===== src/rtl/buff_uart_reader_pkg.sv =====
// Shared definitions for the ADC page reader and its UART transmitter.
//  - state_t      : read-side FSM state encoding
//  - UART_BITS    : bits per 8N1 character (start + 8 data + stop)
//  - SYNC_DEFAULT : frame header byte sent ahead of page byte 0
package buff_uart_reader_pkg;

  localparam int         UART_BITS    = 10;
  localparam logic [7:0] SYNC_DEFAULT = 8'hA5;

  typedef enum logic [2:0] {
    ST_IDLE,
    ST_LOAD_SYNC,
    ST_FETCH,
    ST_LATCH,
    ST_SEND,
    ST_NEXT,
    ST_DONE
  } state_t;

endpackage


===== src/rtl/buff_uart_reader_uart_tx.sv =====
// uart_tx_byte: 8N1 serialiser, LSB first, idle high.
// Ports:
//  clk      in  system clock
//  res      in  asynchronous reset, active high (forces TXD high at once)
//  tx_start in  request to send tx_data; honoured only while not busy
//  tx_data  in  byte to send, captured on the accepted tx_start
//  TXD      out serial line
//  tx_busy  out a character is in flight
//  tx_done  out 1-clk pulse on the last clk of the stop bit
module uart_tx_byte
  import buff_uart_reader_pkg::*;
#(
  parameter int CLK_DIV = 434
) (
  input  logic       clk,
  input  logic       res,
  input  logic       tx_start,
  input  logic [7:0] tx_data,
  output logic       TXD,
  output logic       tx_busy,
  output logic       tx_done
);

  localparam logic [15:0] DIV_LAST = 16'(CLK_DIV - 1);
  localparam logic [3:0]  BIT_LAST = 4'(UART_BITS - 1);

  logic [15:0] div_cnt_reg;
  logic [3:0]  bit_cnt_reg;
  logic [8:0]  shift_reg;   // remaining data bits with the stop bit on top
  logic        txd_reg;
  logic        busy_reg;
  logic        bit_end;

  assign bit_end = busy_reg && (div_cnt_reg == DIV_LAST);
  assign tx_done = bit_end && (bit_cnt_reg == BIT_LAST);
  assign TXD     = txd_reg;
  assign tx_busy = busy_reg;

  always_ff @(posedge clk or posedge res) begin
    if (res) begin
      div_cnt_reg <= '0;
      bit_cnt_reg <= '0;
      shift_reg   <= '1;
      txd_reg     <= 1'b1;
      busy_reg    <= 1'b0;
    end else if (!busy_reg) begin
      if (tx_start) begin
        // The start bit goes out immediately; the rest waits in the shifter.
        busy_reg    <= 1'b1;
        txd_reg     <= 1'b0;
        shift_reg   <= {1'b1, tx_data};
        div_cnt_reg <= '0;
        bit_cnt_reg <= '0;
      end
    end else if (bit_end) begin
      div_cnt_reg <= '0;
      if (bit_cnt_reg == BIT_LAST) begin
        busy_reg <= 1'b0;
        txd_reg  <= 1'b1;
      end else begin
        bit_cnt_reg <= bit_cnt_reg + 4'd1;
        txd_reg     <= shift_reg[0];
        shift_reg   <= {1'b1, shift_reg[8:1]};
      end
    end else begin
      div_cnt_reg <= div_cnt_reg + 16'd1;
    end
  end

endmodule


===== src/rtl/buff_uart_reader.sv =====
// buff_uart_reader: on each write_done, sends SYNC followed by every byte of
// the completed buffer page over an 8N1 UART line.
// Ports:
//  clk        in  system clock
//  res        in  asynchronous reset, active high
//  write_done in  1-clk pulse: a full page is ready
//  buf_dout   in  buffer data, valid 1 clk after read_addr changes
//  read_addr  out buffer read address
//  TXD        out UART serial out, idle high
//  busy       out a frame is being sent
//  page_sent  out 1-clk pulse once the last page byte has left the line
//  overrun    out sticky: write_done seen while busy
module buff_uart_reader
  import buff_uart_reader_pkg::*;
#(
  parameter int         CLK_DIV = 434,
  parameter int         NBYTES  = 256,
  parameter logic [7:0] SYNC    = SYNC_DEFAULT
) (
  input  logic       clk,
  input  logic       res,
  input  logic       write_done,
  input  logic [7:0] buf_dout,
  output logic [7:0] read_addr,
  output logic       TXD,
  output logic       busy,
  output logic       page_sent,
  output logic       overrun
);

  localparam logic [7:0] LAST_ADDR = 8'(NBYTES - 1);

  state_t     state_reg, state_next;
  logic [7:0] addr_reg, addr_next;
  logic       busy_reg, busy_next;
  logic       overrun_reg, overrun_next;
  logic       sync_reg, sync_next;   // byte in flight is the header, not page data
  logic       tx_start;
  logic [7:0] tx_data;
  logic       tx_busy;
  logic       tx_done;

  uart_tx_byte #(.CLK_DIV(CLK_DIV)) u_tx (
    .clk      (clk),
    .res      (res),
    .tx_start (tx_start),
    .tx_data  (tx_data),
    .TXD      (TXD),
    .tx_busy  (tx_busy),
    .tx_done  (tx_done)
  );

  always_ff @(posedge clk or posedge res) begin
    if (res) begin
      state_reg   <= ST_IDLE;
      addr_reg    <= '0;
      busy_reg    <= 1'b0;
      overrun_reg <= 1'b0;
      sync_reg    <= 1'b0;
    end else begin
      state_reg   <= state_next;
      addr_reg    <= addr_next;
      busy_reg    <= busy_next;
      overrun_reg <= overrun_next;
      sync_reg    <= sync_next;
    end
  end

  always_comb begin
    state_next   = state_reg;
    addr_next    = addr_reg;
    busy_next    = busy_reg;
    sync_next    = sync_reg;
    // busy is still high during DONE, so a request in that clk is an overrun.
    overrun_next = overrun_reg | (write_done & busy_reg);
    tx_start     = 1'b0;
    tx_data      = buf_dout;
    case (state_reg)
      ST_IDLE: begin
        if (write_done) begin
          busy_next  = 1'b1;
          addr_next  = '0;
          state_next = ST_LOAD_SYNC;
        end
      end
      ST_LOAD_SYNC: begin
        tx_data = SYNC;
        if (!tx_busy) begin
          tx_start   = 1'b1;
          sync_next  = 1'b1;
          state_next = ST_SEND;
        end
      end
      ST_FETCH: state_next = ST_LATCH;   // one clk of buffer read latency
      ST_LATCH: begin
        if (!tx_busy) begin
          tx_start   = 1'b1;
          sync_next  = 1'b0;
          state_next = ST_SEND;
        end
      end
      ST_SEND: begin
        if (tx_done) begin
          state_next = (sync_reg || (addr_reg < LAST_ADDR)) ? ST_NEXT : ST_DONE;
        end
      end
      ST_NEXT: begin
        // After the header, address 0 is still the next byte to fetch.
        if (!sync_reg) begin
          addr_next = addr_reg + 8'd1;
        end
        state_next = ST_FETCH;
      end
      ST_DONE: begin
        busy_next  = 1'b0;
        addr_next  = '0;
        state_next = ST_IDLE;
      end
      default: state_next = ST_IDLE;
    endcase
  end

  assign read_addr = addr_reg;
  assign busy      = busy_reg;
  assign overrun   = overrun_reg;
  assign page_sent = (state_reg == ST_DONE);

endmodule


===== config.mk =====
export PLATFORM = sky130hd
export DESIGN_NAME = buff_uart_reader
export DESIGN_NICKNAME = d
export VERILOG_FILES = /design/src/rtl/buff_uart_reader_pkg.sv /design/src/rtl/buff_uart_reader_uart_tx.sv /design/src/rtl/buff_uart_reader.sv
export SDC_FILE = /design/constraint.sdc
export NUM_CORES = 1
export LEC_CHECK = 0
export ABC_AREA = 1
export CORE_ASPECT_RATIO = 0.9
export CORE_MARGIN = 1.5
export CORE_UTILIZATION = 40
export CTS_CLUSTER_DIAMETER = 100
export CTS_CLUSTER_SIZE = 30
export DETAILED_ROUTE_END_ITERATION = 8
export PLACE_DENSITY_LB_ADDON = 0.08
export SETUP_SLACK_MARGIN = 0.2
export SLEW_MARGIN = 20
export SYNTH_ARGS = -nofsm -noshare
export SYNTH_HDL_FRONTEND = slang
export SYNTH_HIERARCHICAL = 1
export SYNTH_SLANG_ARGS = --single-unit

===== constraint.sdc =====
create_clock -name clk -period 2 [get_ports clk]
set_input_delay 0.3 -clock clk [delete_from_list [all_inputs] [get_ports clk]]
set_output_delay 0.3 -clock clk [all_outputs]
set_load 0.01 [all_outputs]

==> flow_summary.json, run 1 <==
{
  "die-height_um": 81.9,
  "fmax_ghz": 0.596,
  "rows": 28,
  "ioPinCount": 23,
  "yosys.area.top_type": "dfrtp_1",
  "slowest_stage": "dfstp_2",
  "clk_pin_slew_ns": 0.09,
  "finalHoldViolations": 0,
  "routed_via_density": 4.74,
  "cts_tree": "built",
  "crit-reg2reg-capture": "u_tx/bit_cnt_reg[0]",
  "critical_path_arrival_ns": 1.38,
  "vias": 2340,
  "grt_pass1_vias": 2296,
  "syn_to_final_growth_pct": 13.7,
  "power_density_nw_per_um2": 471,
  "first_pass_iters": 4,
  "io_buffers": 22,
  "p_sw_mw": 0.322,
  "swShare_pct": 21.8,
  "tns_ns": 0,
  "synth_top_area_share_pct": 31.7,
  "tightest_slew_ns": 0.546,
  "crit_type": "flop to primary output",
  "synth_seq_cells": 44,
  "clkSinkCount": 44,
  "critPathLaunchType": "flop",
  "cp-end-kind": "primary output",
  "hp-class": "primary input to async pin",
  "diodes": 0,
  "max-slew-margin-rel_pct": 63.6,
  "crit_buf_inv": 1,
  "synth_cells": 379,
  "leakage_nw": 1.55,
  "drt-total-wl_um": 5950,
  "grt_usage_pct": 18.1,
  "clkLatencyLatePin_ns": 0.29,
  "path_cells": "clkdlybuf4s50_1",
  "seqCellArea_sq_um": 1110,
  "clockBufferDepth": 2,
  "grt_antenna_before_repair": 0,
  "hpwlAfterDp_um": 4300,
  "timing.final.max_slew_violations": 0,
  "syn_avg_cell_area_sq_um": 7.30,
  "rsz0062_at_grt": "true",
  "ff2ff_path_depth": 6,
  "largest_reg_flops": 16,
  "rrSetupSlack_ns": 0.37,
  "power_frac_comb_pct": 3.1,
  "grt-ovfl-total": 0,
  "grt_pass1_wl_um": 10800,
  "min_period_ns": 1.68,
  "cts-root-buf": "clkbuf_8",
  "crit_family": "flip-flops",
  "power.share.clock_pct": 36.7,
  "multi_input_area_sq_um": 1390,
  "place_area_sq_um": 3040,
  "ys_types": 30,
  "die_x_um": 90.6,
  "initial_core_util_pct": 41.8,
  "skew_ns": 0.00855,
  "antenna_left": 0,
  "finalCritPeriodShare_pct": 83.9,
  "grt_max_degree": 31,
  "r2r_start": "state_reg[2]",
  "htree_num_levels": 2,
  "seq_area_frac_synth_pct": 40.2,
  "required_ns": 1.70,
  "remaining_drc_errors": 0,
  "ir_drop_v": 0.000270,
  "nets": 419,
  "fp.dieArea_sq_um": 7420,
  "drtIter0Drc": 111,
  "internal_power_mw": 1.16,
  "final_area_sq_um": 3140,
  "seqPwrFrac_pct": 60.2,
  "design.core.area_sq_um": 6620,
  "drive_above_1_share_pct": 13.1,
  "setup_violations": 0,
  "cap_violations": 0,
  "syn-num-nets": 395,
  "synthTopCellsByArea": "dfrtp_1 (32%), nand2_1 (18%), dfstp_2 (8.6%), nand3_1 (6.5%), inv_1 (6.1%)",
  "ys_warn_count": 6,
  "crit_fanout": 2,
  "status": "finished clean",
  "syn_area_sq_um": 2770,
  "slowest_delay_ns": 0.54,
  "gp_congestion": 0.804,
  "fillers": 652,
  "detail_route.wl_per_cell_um": 12.0,
  "numCtsBuffers": 5
}
-- Yosys cell counts, drive strengths merged --
cell type	n
dfstp	9
nor3	1
nand2	137
o21bai	4
nor2	41
o21ai	12
ha	5
clkinv	2
clkbuf	2
inv	46
xor2	7
buf	9
xnor2	3
or2	1
nand3	43
dfrtp	35
nand4	15
a21oi	1
o22ai	6
-- area by class of cell --
type,count,area share [%]
multi-input combinational,276,44.1
clock inverter,1,0.159
inverter,48,5.93
timing repair buffer,28,8.40
clock buffer,7,2.43
sequential,44,35.4
tap,90,3.58
-- through the flow --
stage / hold WS [ns] / setup WS [ns] / util, % / instances / total power [mW]
finish: 0.370 / 0.321 / 47.5 / 494 / 1.48
global route: 0.439 / 0.183 / 47.5 / 494 / 1.55
CTS: 0.389 / 0.296 / 47.2 / 494 / 1.51
detailed placement: 0.467 / 0.338 / 45.9 / 485 / 0.955
global placement: 0.459 / 0.347 / 45.9 / 485 / 0.955
floorplan: 0.189 / 0.545 / - / 379 / 0.927
-- how the worst max path moves through the flow --
stage,startpoint,end,slack [ns],depth (start not counted)
floorplan,u_tx/div_cnt_reg[1],state_reg[1],0.54,9
global placement,u_tx/div_cnt_reg[1],state_reg[1],0.35,9
detailed placement,u_tx/div_cnt_reg[1],state_reg[1],0.34,9
CTS,u_tx/TXD,TXD,0.30,1
global route,u_tx/div_cnt_reg[1],u_tx/div_cnt_reg[9],0.18,9
finish,u_tx/TXD,TXD,0.32,1
-- cells in the final DEF, fill, tap and decap left out --
| cell type | synthesis | routed |
|---|---|---|
| o21bai_1 | 4 | 4 |
| dfstp_2 | 9 | 9 |
| nor2_4 | 3 | 3 |
| clkbuf_8 | 1 | 5 |
| o21ai_0 | 7 | 7 |
| o21ai_1 | 2 | 2 |
| ha_1 | 5 | 5 |
| nor2_2 | 4 | 5 |
| dfrtp_1 | 35 | 34 |
| dfrtp_2 | 0 | 1 |
| nand2_2 | 7 | 7 |
| clkbuf_1 | 1 | 2 |
| dlygate4sd2_1 | 0 | 1 |
| nand4_4 | 0 | 1 |
| or2_2 | 1 | 1 |
| a21oi_1 | 1 | 1 |
| clkinvlp_4 | 0 | 1 |
| nand3_1 | 36 | 36 |
| clkinv_2 | 2 | 3 |
| o22ai_1 | 6 | 6 |
| clkdlybuf4s50_1 | 0 | 21 |
| nand4_1 | 14 | 14 |
| buf_4 | 1 | 6 |
| nor3_1 | 1 | 1 |
| nand3_2 | 7 | 7 |
| inv_2 | 1 | 1 |
| nand2_1 | 130 | 130 |
| xnor2_1 | 3 | 3 |
| o21ai_2 | 3 | 3 |
| inv_1 | 45 | 44 |
| xor2_1 | 7 | 7 |
| nor2_1 | 34 | 33 |
-- metal layers --
| layer | track usage (%) | wire [um] |
|---|---|---|
| met1 | 24.6 | 3080 |
| met2 | 30.2 | 2700 |
| met3 | 3.06 | 120 |
| met4 | 4.29 | 43 |
| met5 | 0 | 0 |
-- kinds of logic after synthesis --
family | count (synthesis) | synth area share, %
simple gates | 238 | 39.0
buf+inv | 59 | 10.1
flops | 44 | 40.2
compound gates | 23 | 5.20
xor+xnor | 10 | 3.17
fa+ha+maj | 5 | 2.26
-- power by group through the flow --
stage / logic [mW] / clock network [mW] / registers (mW)
after global placement: 0.0478 / 0 / 0.907
after detailed placement: 0.0486 / 0 / 0.907
after global routing: 0.0549 / 0.609 / 0.890
after CTS: 0.0487 / 0.568 / 0.890
after floorplan: 0.0200 / 0 / 0.907
final: 0.0466 / 0.543 / 0.890
-- what timing repair did --
item	CTS	global route
gates resized for setup	2	3
hold buffers	0	0
endpoints found under the setup margin	1	11
buffers inserted	1	0
Power figures use the tool's default switching activity.
==> run 2, diff against run 1 <==
==> constraint.sdc (replaced) <==
create_clock -name clk -period 1.7 [get_ports clk]
set_input_delay 0.255 -clock clk [delete_from_list [all_inputs] [get_ports clk]]
set_output_delay 0.255 -clock clk [all_outputs]
set_load 0.01 [all_outputs]
==> flow_summary.json, run 2 (same netlist as run 1, synthesis figures left out) <==
{
  "remaining_drc_errors": 0,
  "vias": 2536,
  "drt-total-wl_um": 6770,
  "ioPinCount": 23,
  "rrSetupSlack_ns": 0.20,
  "cp-end-kind": "flop",
  "routed_via_density": 4.84,
  "r2r_start": "u_tx/div_cnt_reg[1]",
  "tns_ns": 0,
  "largest_reg_flops": 16,
  "path_cells": "inv_2 -> ha_4 -> nand3_4 -> nor2_4 -> buf_6 -> nand2_4 -> nand2_8 -> clkbuf_16 -> nor2_2 -> nand2_1 -> nand2_1",
  "critPathLaunchType": "flop",
  "hp-class": "primary input to async pin",
  "crit_fanout": 5,
  "grt_pass1_vias": 2350,
  "cts-root-buf": "clkbuf_8",
  "drtIter0Drc": 122,
  "grt_pass1_wl_um": 10600,
  "required_ns": 1.90,
  "status": "finished clean",
  "clockBufferDepth": 2,
  "htree_num_levels": 2,
  "gp_congestion": 0.883,
  "slowest_delay_ns": 0.40,
  "syn_to_final_growth_pct": 31.0,
  "rsz0062_at_grt": "true",
  "ff2ff_path_depth": 11,
  "fin_util_pct": 54.7,
  "initial_core_util_pct": 41.8,
  "die_x_um": 90.6,
  "crit_buf_inv": 3,
  "finalHoldViolations": 0,
  "slowest_stage": "dfrtp_1",
  "clk_pin_slew_ns": 0.09,
  "startpoint": "u_tx/div_cnt_reg[1]",
  "leakage_nw": 1.79,
  "numCtsBuffers": 5,
  "min_period_ns": 1.50,
  "use_met3_pct": 2.87,
  "critical_path_arrival_ns": 1.70,
  "detail_route.wl_per_cell_um": 12.9,
  "fp.dieArea_sq_um": 7420,
  "cap_violations": 0,
  "ir_drop_v": 0.000300,
  "drive_above_1_share_pct": 25.8,
  "finalCritPeriodShare_pct": 88.2,
  "grt_max_degree": 31,
  "die-height_um": 81.9,
  "antenna_left": 0,
  "clkSinkCount": 44,
  "grt_antenna_before_repair": 0,
  "met1_usage_pct": 23.5,
  "tightest_slew_ns": 0.561,
  "cp_common_cell": "nand2_1",
  "layout_common_cells": "nand2_1 (130), inv_1 (42), nand3_1 (29), dfrtp_1 (29), buf_4 (28)",
  "rows": 28,
  "hpwlAfterDp_um": 4340,
  "final_common_cell": "nand2_1",
  "top_usage_layer": "met2",
  "grt-ovfl-total": 0,
  "skew_ns": 0.00617,
  "grt_usage_pct": 18.1,
  "crit_type": "flop to flop",
  "timing.final.max_slew_violations": 0,
  "design.core.area_sq_um": 6620,
  "cts_tree": "built",
  "crit-reg2reg-capture": "u_tx/div_cnt_reg[9]",
  "nets": 449,
  "io_buffers": 22,
  "power_density_nw_per_um2": 496,
  "max-slew-margin-rel_pct": 62.5,
  "first_pass_iters": 6,
  "fmax_ghz": 0.667,
  "crit_family": "simple AND/OR/NAND/NOR gates",
  "grtUsageMet2_pct": 30.8,
  "diodes": 0,
  "setup_violations": 0,
  "clkLatencyLatePin_ns": 0.30
}
[run 2: changes by cell type in the layout (fill, tap and decap cells not counted), sizes merged]
cell,change
buf,+27
clkdlybuf4s50,-5
dlymetal6s2s,+3
clkbuf,+2
clkinv,+1
clkinvlp,-1
dlygate4sd2,+1
inv,+1
nand3,+1
[run 2: worst max-delay path by stage]
stage                                to  slack, ns  cells after the start
finish              u_tx/div_cnt_reg[9]       0.20                     11
global route          u_tx/shift_reg[4]       0.14                      8
CTS                        read_addr[5]       0.13                      7
detailed placement         state_reg[1]       0.09                      9
global placement           state_reg[1]       0.15                      9
floorplan                  state_reg[1]       0.24                      9
[run 2: power by group]
part,internal (mW),switching (mW)
sequential,1.05,0.0000000000000000309
clock,0.325,0.367
combinational,0.0284,0.0300
[run 2: stage by stage]
step / power (mW) / area [sq um] / worst slack, ns / std cells / hold WS (ns)
2_1_floorplan: 1.09 / 2770 / 0.245 / 379 / 0.144
3_3_place_gp: 1.13 / 3120 / 0.155 / 493 / 0.461
3_5_place_dp: 1.13 / 3120 / 0.0949 / 493 / 0.463
4_1_cts: 1.84 / 3320 / 0.134 / 513 / 0.312
5_1_grt: 1.87 / 3620 / 0.138 / 524 / 0.345
6_report: 1.80 / 3620 / 0.201 / 524 / 0.308
[run 2: layout make-up]
type / count / area (sq um)
clock inverter: 2 / 10.0
multi-input combinational: 277 / 1560
timing repair buffer: 57 / 558
inverter: 48 / 183
tap: 90 / 113
clock buffer: 6 / 82.6
fill: 625 / 3000
sequential: 44 / 1120
[run 2: routing by layer]
| layer | up-vias | part of all wire (%) |
|---|---|---|
| li1 | 1305 | - |
| met1 | 1195 | 49 |
| met2 | 31 | 48 |
| met3 | 5 | 2.5 |
| met4 | 0 | 0.71 |
| met5 | - | 0 |
[run 2: repair_timing]
action	in CTS	in global routing
buffers inserted	12	7
gates cloned	0	4
pin swaps	3	15
hold buffers	0	0
gates resized for setup	10	51
endpoints found under the setup margin	16	38
[run 2: worst reg2reg max path, delay by kind of cell, from the launching register on]
family | cells | cell delay [ns]
AND/OR/NAND/NOR | 7 | 0.52
flip-flops | 1 | 0.40
adder cells (fa/ha/maj) | 1 | 0.13
buffers and inverters | 3 | 0.35
==> run 3, diff against run 2 <==
--- a/config.mk
+++ b/config.mk
@@ -5,7 +5,6 @@
 export SDC_FILE = /design/constraint.sdc
 export NUM_CORES = 1
 export LEC_CHECK = 0
-export ABC_AREA = 1
 export CORE_ASPECT_RATIO = 0.9
 export CORE_MARGIN = 1.5
 export CORE_UTILIZATION = 40
==> flow_summary.json, run 3 <==
{
  "io_buffers": 22,
  "r2r_start": "u_tx/div_cnt_reg[1]",
  "nets": 380,
  "yosys.area.top_type": "dfrtp_1",
  "setup_violations": 18,
  "syn_avg_cell_area_sq_um": 9.49,
  "crit_family": "simple AND/OR/NAND/NOR gates",
  "ys_warn_count": 6,
  "yosysMostFrequentCell": "dfrtp_1",
  "grt_max_degree": 31,
  "initial_core_util_pct": 41.5,
  "die-height_um": 78.8,
  "synth_top_area_share_pct": 34.3,
  "first_pass_iters": 4,
  "skew_ns": 0.0101,
  "grtUsageMet2_pct": 31.4,
  "hp-class": "primary input to async pin",
  "rsz0062_at_grt": "true",
  "drtIter0Drc": 92,
  "ys_types": 57,
  "seqCellArea_sq_um": 1120,
  "cap_violations": 0,
  "grt-ovfl-total": 0,
  "syn-num-nets": 285,
  "cts_tree": "built",
  "fin_ws_ns": -0.0862,
  "synthTopCellsByCount": "dfrtp_1 (35), nand2_1 (26), nor2_1 (19)",
  "fin_hold_ws_ns": 0.324,
  "routed_via_density": 5.49,
  "grt_antenna_before_repair": 0,
  "remaining_drc_errors": 0,
  "antenna_left": 0,
  "required_ns": 1.93,
  "cp-end-kind": "flop",
  "fillers": 531,
  "p_total_mw": 4.66,
  "largest_reg_flops": 16,
  "syn_to_final_growth_pct": 51.8,
  "finalHoldViolations": 0,
  "numCtsBuffers": 5,
  "cts-root-buf": "clkbuf_8",
  "drt-total-wl_um": 6820,
  "slowest_stage": "or4_1",
  "drive_above_1_share_pct": 44.1,
  "detail_route.wl_per_cell_um": 15.1,
  "synth_seq_cells": 44,
  "critical_path_arrival_ns": 2.02,
  "status": "finished, violations left",
  "ff2ff_path_depth": 6,
  "grt_pass1_vias": 2326,
  "violations": "negative setup slack",
  "critPathLaunchType": "flop",
  "crit_type": "flop to flop",
  "met1_usage_pct": 28.0,
  "crit_buf_inv": 1,
  "clkLatencyLatePin_ns": 0.30,
  "timing.final.max_slew_violations": 0,
  "clkSinkCount": 44,
  "gp_congestion": 0.806,
  "startpoint": "u_tx/div_cnt_reg[1]",
  "grt_usage_pct": 20.0,
  "rrSetupSlack_ns": -0.09,
  "seq_area_frac_synth_pct": 43.6,
  "crit_fanout": 4,
  "clk_pin_slew_ns": 0.09,
  "crit-reg2reg-capture": "u_tx/shift_reg[6]",
  "die_x_um": 87.2,
  "hpwlAfterDp_um": 4260,
  "synth_cells": 269,
  "synth_ff_type": "dfrtp_1",
  "use_met3_pct": 4.47,
  "final_area_sq_um": 3880,
  "leakage_nw": 1.73,
  "design.core.area_sq_um": 6150,
  "finalCritPeriodShare_pct": 105,
  "ir_drop_v": 0.000561,
  "fmax_ghz": 0.560,
  "cts_hold_buf": 0,
  "syn_area_sq_um": 2550,
  "ioPinCount": 23,
  "rows": 27,
  "htree_num_levels": 2,
  "clockBufferDepth": 2,
  "vias": 2483,
  "pre_cts_ws_ns": -0.0908,
  "synthTopCellsByArea": "dfrtp_1 (34%), dfstp_2 (9.3%), nand2_1 (3.8%), nor2_1 (2.8%), nor4b_4 (2.8%)",
  "diodes": 0,
  "power_density_nw_per_um2": 1200,
  "final_common_cell": "buf_4",
  "multi_input_area_sq_um": 1650,
  "synthArstFlopShare_pct": 100,
  "path_cells": "inv_2 -> ha_4 -> nor4b_4 -> nand4_1 -> or4_1 -> nor3b_2",
  "slowest_delay_ns": 0.54,
  "grt_pass1_wl_um": 10800,
  "fp.dieArea_sq_um": 6870,
  "place_area_sq_um": 3250,
  "min_period_ns": 1.79,
  "tightest_slew_ns": 0.551,
  "synth-edff-count": 0,
  "max-slew-margin-rel_pct": 63.2,
  "top_usage_layer": "met2",
  "layout_common_cells": "buf_4 (61), dfrtp_1 (31), nand2_1 (24)"
}
==> run 3: cell count changes in the layout (fill, tap and decap cells not counted), sizes merged, moves of 8 or more <==
cell   delta
a31oi     +8
nor3      +8
inv      -35
nand3    -34
nor2     -22
a21oi    +12
buf      +45
nand2   -110
==> run 3: how the worst max path moves through the flow <==
stage / end / slack (ns) / depth (start not counted)
final: u_tx/shift_reg[6] / -0.09 / 6
after global routing: u_tx/div_cnt_reg[10] / -0.15 / 8
after global placement: u_tx/shift_reg[1] / -0.03 / 7
after detailed placement: u_tx/shift_reg[3] / -0.09 / 7
after floorplan: u_tx/shift_reg[6] / -0.01 / 6
after CTS: u_tx/shift_reg[6] / -0.04 / 6
==> run 3: worst register-to-register path, cell delays in order, from the launching register on <==
cell     delay (ns)
dfrtp_1        0.39
inv_2          0.09
ha_4           0.13
nor4b_4        0.25
nand4_1        0.16
or4_1          0.54
nor3b_2        0.16
==> run 3: stage by stage <==
step	std cells	TNS, ns	utilization [%]
after floorplan	269	-0.00996	-
after global placement	418	-0.226	52.9
after detailed placement	418	-1.06	52.9
after CTS	444	-0.151	59.3
after global routing	452	-2.49	63.1
final	452	-0.777	63.1
==> run 3: timing repair <==
| action | in CTS | in global routing |
|---|---|---|
| resized for setup | 57 | 42 |
| setup endpoints to repair | 47 | 44 |
| pin swaps | 23 | 18 |
| buffers inserted | 18 | 8 |
| endpoints found under the hold margin | 0 | 0 |
==> run 3: layout make-up <==
class / count / share of cell area, %
multi-input cells: 203 / 42.7
flip-flops and latches: 44 / 28.8
repair buffers: 99 / 22.6
well taps: 87 / 2.81
clock buffers: 7 / 1.97
inverters: 11 / 1.06
clock inverters: 1 / 0.129
==> run 3: logic make-up after synthesis <==
kind of cell	share of synthesized area, %
and+or+nand+nor	29.3
AOI/OAI and AO/OA	19.2
DFF	43.6
buffers and inverters	3.97
adders and majority gates	2.45
muxes	1.18
xor gates and xnor gates	0.343
==> run 3: where the power goes <==
part | internal (mW) | leakage, nW | total [mW] | switching, mW
logic | 1.22 | 1.14 | 2.36 | 1.14
registers | 1.38 | 0.542 | 1.65 | 0.268
clock network | 0.289 | 0.0422 | 0.655 | 0.365
total | 2.89 | 1.73 | 4.66 | 1.77
==> run 3: layer usage <==
| metal | share of wire, % | vias to the layer above |
|---|---|---|
| met5 | 0 | - |
| li1 | - | 1207 |
| met1 | 49 | 1226 |
| met3 | 2.7 | 4 |
| met4 | 0.60 | 0 |
| met2 | 48 | 46 |
